## config.mk

```make
export PLATFORM = sky130hd
export DESIGN_NAME = gpr_scoreboard_rf
export DESIGN_NICKNAME = d
export VERILOG_FILES = /design/src/rtl/gpr_scoreboard_rf.sv
export SDC_FILE = /design/constraint.sdc
export NUM_CORES = 2
export LEC_CHECK = 0
export CORE_AREA = 8 8 462 464
export CTS_CLUSTER_DIAMETER = 50
export DETAILED_ROUTE_END_ITERATION = 16
export DIE_AREA = 0 0 470 472
export DONT_BUFFER_PORTS = 1
export PLACE_DENSITY_LB_ADDON = 0.12
export RECOVER_POWER = 25
export SKIP_CTS_REPAIR_TIMING = 1
export SLEW_MARGIN = 40
export SYNTH_ARGS = -nofsm -noshare
export SYNTH_HDL_FRONTEND = slang
export SYNTH_SLANG_ARGS = --single-unit
export TNS_END_PERCENT = 5
```

## constraint.sdc

```tcl
create_clock -name clk -period 8.45 [get_ports clk]
set_clock_uncertainty 0.05 [all_clocks]
set_input_delay 1.2675 -clock clk [delete_from_list [all_inputs] [get_ports clk]]
set_output_delay 1.2675 -clock clk [all_outputs]
set_load 0.01 [all_outputs]
```

## src/rtl/gpr_scoreboard_rf.sv

```systemverilog
// gpr_scoreboard_rf
// ------------------
// General-purpose register file (r1..r31, r0 reads as zero) with a scoreboard
// of pending writes. Decode issues destination registers, writeback retires
// them. Decode sees bypassed read data and a per-port "operand ready" flag,
// so it can stall on read-after-write hazards.
//
// Ports
//   clk             system clock, all state updates on the rising edge
//   rst             synchronous, active-high reset
//   wb_regfile_bus  {rf_we[37], rf_waddr[36:32], rf_wdata[31:0]} from WB.
//                   rf_we is already qualified by WB valid.
//   id_issue_valid  decode hands an instruction to EXE this cycle
//   id_issue_we     the issued instruction writes a GPR
//   id_issue_dest   destination register of the issued instruction
//   id_issue_ok     issue permitted; low only when the dest counter is full
//   raddr1/raddr2   read-port addresses
//   rdata1/rdata2   read data with write-through bypass from WB
//   rready1/rready2 operand has no outstanding older write
//   sb_error        sticky: a retire was seen for a register with no pending write
//
// Handshake: an issue takes effect only when id_issue_valid and id_issue_ok
// are both high at the clock edge. While id_issue_ok is low the issuer holds
// the instruction; a blocked issue leaves every counter untouched. The WB bus
// has no back-pressure: rf_we=1 is always accepted.
module gpr_scoreboard_rf #(
    // In-flight writes per register (EXE, MEM, WB). Must fit in 2 bits.
    parameter int unsigned MAX_PEND = 3
) (
    input  logic        clk,
    input  logic        rst,
    input  logic [37:0] wb_regfile_bus,
    input  logic        id_issue_valid,
    input  logic        id_issue_we,
    input  logic [4:0]  id_issue_dest,
    output logic        id_issue_ok,
    input  logic [4:0]  raddr1,
    input  logic [4:0]  raddr2,
    output logic [31:0] rdata1,
    output logic [31:0] rdata2,
    output logic        rready1,
    output logic        rready2,
    output logic        sb_error
);

    localparam logic [1:0] PEND_FULL = MAX_PEND[1:0];

    // Unpack the writeback bus.
    logic        rf_we;
    logic [4:0]  rf_waddr;
    logic [31:0] rf_wdata;

    assign rf_we    = wb_regfile_bus[37];
    assign rf_waddr = wb_regfile_bus[36:32];
    assign rf_wdata = wb_regfile_bus[31:0];

    // Entry 0 of both arrays is reset to zero and never written, so r0
    // behaves as hard-wired zero and its pending count stays at zero.
    logic [31:0] regs      [32];
    logic [1:0]  pend      [32];
    logic [1:0]  pend_next [32];
    logic        err_set;

    logic        inc;
    logic        dec;
    logic [31:0] inc_hit;
    logic [31:0] dec_hit;

    assign dec = rf_we && (rf_waddr != 5'd0);

    // A retire to the same register frees a slot in this very cycle, so a
    // full counter does not block the issue in that case.
    assign id_issue_ok = !(id_issue_we && (id_issue_dest != 5'd0) &&
                           (pend[id_issue_dest] == PEND_FULL) &&
                           !(dec && (rf_waddr == id_issue_dest)));

    assign inc = id_issue_valid && id_issue_ok && id_issue_we &&
                 (id_issue_dest != 5'd0);

    assign inc_hit = inc ? (32'd1 << id_issue_dest) : 32'd0;
    assign dec_hit = dec ? (32'd1 << rf_waddr)      : 32'd0;

    // Next pending counts. Issue and retire on the same register cancel out.
    always_comb begin
        err_set = 1'b0;
        for (int i = 0; i < 32; i++) begin
            pend_next[i] = pend[i];
            if (inc_hit[i] && !dec_hit[i]) begin
                pend_next[i] = pend[i] + 2'd1;
            end else if (dec_hit[i] && !inc_hit[i]) begin
                if (pend[i] == 2'd0) begin
                    err_set = 1'b1;
                end else begin
                    pend_next[i] = pend[i] - 2'd1;
                end
            end
        end
    end

    always_ff @(posedge clk) begin
        if (rst) begin
            for (int i = 0; i < 32; i++) begin
                regs[i] <= 32'd0;
                pend[i] <= 2'd0;
            end
            sb_error <= 1'b0;
        end else begin
            if (dec) begin
                regs[rf_waddr] <= rf_wdata;
            end
            for (int i = 0; i < 32; i++) begin
                pend[i] <= pend_next[i];
            end
            if (err_set) begin
                sb_error <= 1'b1;
            end
        end
    end

    // Read ports: zero for r0, WB bypass, else storage.
    always_comb begin
        rdata1 = regs[raddr1];
        if (raddr1 == 5'd0) begin
            rdata1 = 32'd0;
        end else if (rf_we && (rf_waddr == raddr1)) begin
            rdata1 = rf_wdata;
        end
    end

    always_comb begin
        rdata2 = regs[raddr2];
        if (raddr2 == 5'd0) begin
            rdata2 = 32'd0;
        end else if (rf_we && (rf_waddr == raddr2)) begin
            rdata2 = rf_wdata;
        end
    end

    // Ready when nothing is pending, or the last pending write is retiring
    // now and its data arrives through the bypass. Same-cycle issues are
    // deliberately not considered: they only count from the next edge.
    assign rready1 = (raddr1 == 5'd0) || (pend[raddr1] == 2'd0) ||
                     ((pend[raddr1] == 2'd1) && dec && (rf_waddr == raddr1));
    assign rready2 = (raddr2 == 5'd0) || (pend[raddr2] == 2'd0) ||
                     ((pend[raddr2] == 2'd1) && dec && (rf_waddr == raddr2));

endmodule

```

==> results.yml <==
outcome:
  status: "finished with violations"
  failed_checks: "capacitance limit, slew limit"
critical_path:
  slowest_stage: "mux4_2"
  cp_top_family: "buffers and inverters"
  slowest_delay_ps: 620
  cp_max_fo: 74
  critPathCapture: "rdata2[22]"
  path_cells: "buf_16, buf_16, buf_16, mux4_2, mux4_2, o211ai_1, nand2_1"
  setup.worst_path.start: "raddr2[0]"
  r2r_end: "sb_error$_SDFFE_PP0P_"
  cp-start-kind: "input pin"
  r2r_slack_ps: 4560
  arrival_ps: 4860
  crit_buf_inv: 3
  r2r_start: "pend[27][0]$_SDFFE_PP0P_"
  worst-path-stages: 7
  crit_top_cell: "buf_16"
  worst_setup_path_end_kind: "primary output"
  rr_worst_depth: 13
  path_class: "in -> out"
  required_ps: 7130
yosys:
  synth.top_cell.area_share: 0.501
  synth_cell_type_count: 54
  yosysTopAreaCell: "edfxtp_1"
  synth_area_per_cell_um2: 14.3
  ys_seq_elements: 1089
  netlist_instances: 4284
  yosys_warnings: 0
  syn_area_um2: 61300
  ys_seq_area_frac: 0.523
  ys_top_cells_by_area: "edfxtp_1 50%, mux4_2 23%, and2_1 10%"
timing:
  period_minus_slack_ps: 6180
  slew_headroom: -2.17
  fin_hold_ws_ps: 517
  setup_viol: 0
  hold_viol: 0
  setup_ws_ps: 2270
  finalCritPeriodShare: 0.731
  fmax_mhz: 162
  tightest_slew_ps: 4760
  final.setup.tns_ps: 0
  rsz0062_at_grt: "false"
  drv_slew: 516
clock_tree:
  cts_tree: "built"
  clock-sinks: 1089
  cts_buffers: 164
  cts-root-buf: "clkbuf_16"
  clkLatencyLatePin_ps: 800
  htreeDepth: 4
  clk_pin_slew_ps: 50
  cts_buffer_depth: 3
routing:
  routedWlPerCell_um: 36.7
  routed_wl_um: 258000
  routed_via_density: 5.62
  drc: 0
  drt_pass1_iterations: 6
  drt-initial-drc-count: 4599
  vias: 39500
  ant_nets: 0
die:
  core_region_area_um2: 206000
  start_util: 0.298
  die_w_um: 470
  die-area_um2: 222000
  ios: 125
  die_h_um: 472
  rows: 167
place:
  dpl.cell_count: 6690
  io_buffers: 0
  dpl.hpwl_um: 140000
  place_ws_ps: 3280
  gp_congestion: 0.786
final_layout:
  area_delta_synth_final_pct: 14.2
  drive_gt1_frac: 0.256
  final_nets: 4279
  fill_cells: 19800
  fin_cells: 7022
job:
  cap_violations: 29
pwr:
  peakVddDrop_mv: 0.216
  leakage_nw: 23.2
  pwr_density_cell_nw_per_um2: 211
  total_power_mw: 14.8
grt:
  grt_usage: 0.226
  grt_max_degree: 275
  overflow: 0
  grt_pass1_vias: 39400
  grt_pass1_wl_um: 351000
  antenna_found_initial: 41
hold_path:
  hp-class: "reg -> reg"
[worst min path at each step]
stage | start | slack, ps | depth (start not counted) | end
after CTS | rst | 510 | 0 | regs[0][14]$_SDFFCE_PN0P_
after global placement | pend[15][1]$_SDFFE_PP0P_ | 520 | 2 | pend[15][1]$_SDFFE_PP0P_
final | pend[15][1]$_SDFFE_PP0P_ | 520 | 2 | pend[15][1]$_SDFFE_PP0P_
after floorplan | pend[18][0]$_SDFFE_PP0P_ | 450 | 2 | pend[18][0]$_SDFFE_PP0P_
after detailed placement | pend[15][1]$_SDFFE_PP0P_ | 520 | 2 | pend[15][1]$_SDFFE_PP0P_
after global routing | rst | 510 | 0 | regs[0][15]$_SDFFCE_PN0P_
[worst reg2reg max path, delay by kind of cell, from the launching register on]
| family | cells | cell delay [ps] |
|---|---|---|
| buffers and inverters | 1 | 420 |
| AND/OR/NAND/NOR | 7 | 1320 |
| AO/OA/AOI/OAI | 3 | 850 |
| adder cells (fa/ha/maj) | 1 | 260 |
| multiplexers | 1 | 320 |
| flip-flops | 1 | 570 |
[power by group]
part | internal (mW) | switching [mW]
sequential | 6.20 | 0.133
combinational | 0.658 | 0.789
clock | 4.21 | 2.80
total | 11.1 | 3.72
[cells in the mapped netlist, drive strengths merged]
master,n
edfxtp,1024
and2,1000
mux4,624
clkbuf,298
nand2,171
nor2,135
buf,120
o21ai,95
o22ai,94
nor2b,93
a21oi,65
dfxtp,65
ha,64
mux2,62
nor3,40
inv,37
nor3b,33
o211ai,33
or3,33
o31ai,31
nor4b,25
nand2b,22
nand3,19
or2,17
mux2i,12
a22oi,9
nor4,8
xor2,8
xnor2,7
a211oi,6
and3,6
nand3b,6
a31oi,3
a41oi,3
nand4,3
conb,2
nand4b,2
or4,2
a21boi,1
a311oi,1
o2111a,1
o2111ai,1
o21bai,1
o22a,1
or3b,1
[logic make-up after synthesis]
family          synth area share
simple gates               0.153
flops                      0.523
mux                        0.243
buf+inv                   0.0321
compound gates            0.0341
fa+ha+maj                 0.0131
xor+xnor                 0.00214
other cells             0.000122
[sequential cells by signal (all words and copies together) (netlist names)]
| signal | cells |
|---|---|
| regs | 1024 |
| pend | 64 |
| sb_error | 1 |
[metal layers]
metal | vias to the layer above | track usage | share of wire
li1 | 16200 | - | -
met1 | 21200 | 0.307 | 0.42
met2 | 1763 | 0.373 | 0.48
met3 | 362 | 0.0431 | 0.076
met4 | 0 | 0.0588 | 0.028
met5 | - | 0 | 0
[metrics by stage]
step | cell area, µm² | util
after CTS | 70200 | 0.341
after global placement | 63900 | 0.310
after detailed placement | 64600 | 0.314
final | 70100 | 0.340
after floorplan | 61500 | -
after global routing | 70000 | 0.340
[final cells by class]
class                   instances  area, µm²  share of cell area
repair buffers                 92        962              0.0137
inverters                      37        141             0.00202
well taps                    2704       3380              0.0483
diodes                         22       55.1            0.000786
flip-flops and latches       1089      32100               0.457
multi-input cells            2774      27900               0.399
clock inverters               109       1180              0.0169
clock buffers                 195       4350              0.0620
[cells in the final DEF, fill, tap and decap left out, types with 35 or more instances in the layout]
| master | n |
|---|---|
| dfxtp_1 | 65 |
| and2_1 | 976 |
| nor3_1 | 39 |
| buf_4 | 46 |
| mux4_2 | 624 |
| nor2b_1 | 92 |
| edfxtp_1 | 1024 |
| clkbuf_1 | 39 |
| inv_1 | 35 |
| mux2_2 | 61 |
| o22ai_1 | 94 |
| nand2_1 | 171 |
| clkbuf_16 | 169 |
| nor2_1 | 108 |
| a21oi_1 | 65 |
| conb_1 | 36 |
| ha_1 | 64 |
| o21ai_0 | 92 |
No activity file was read; power rests on OpenSTA's default activity.
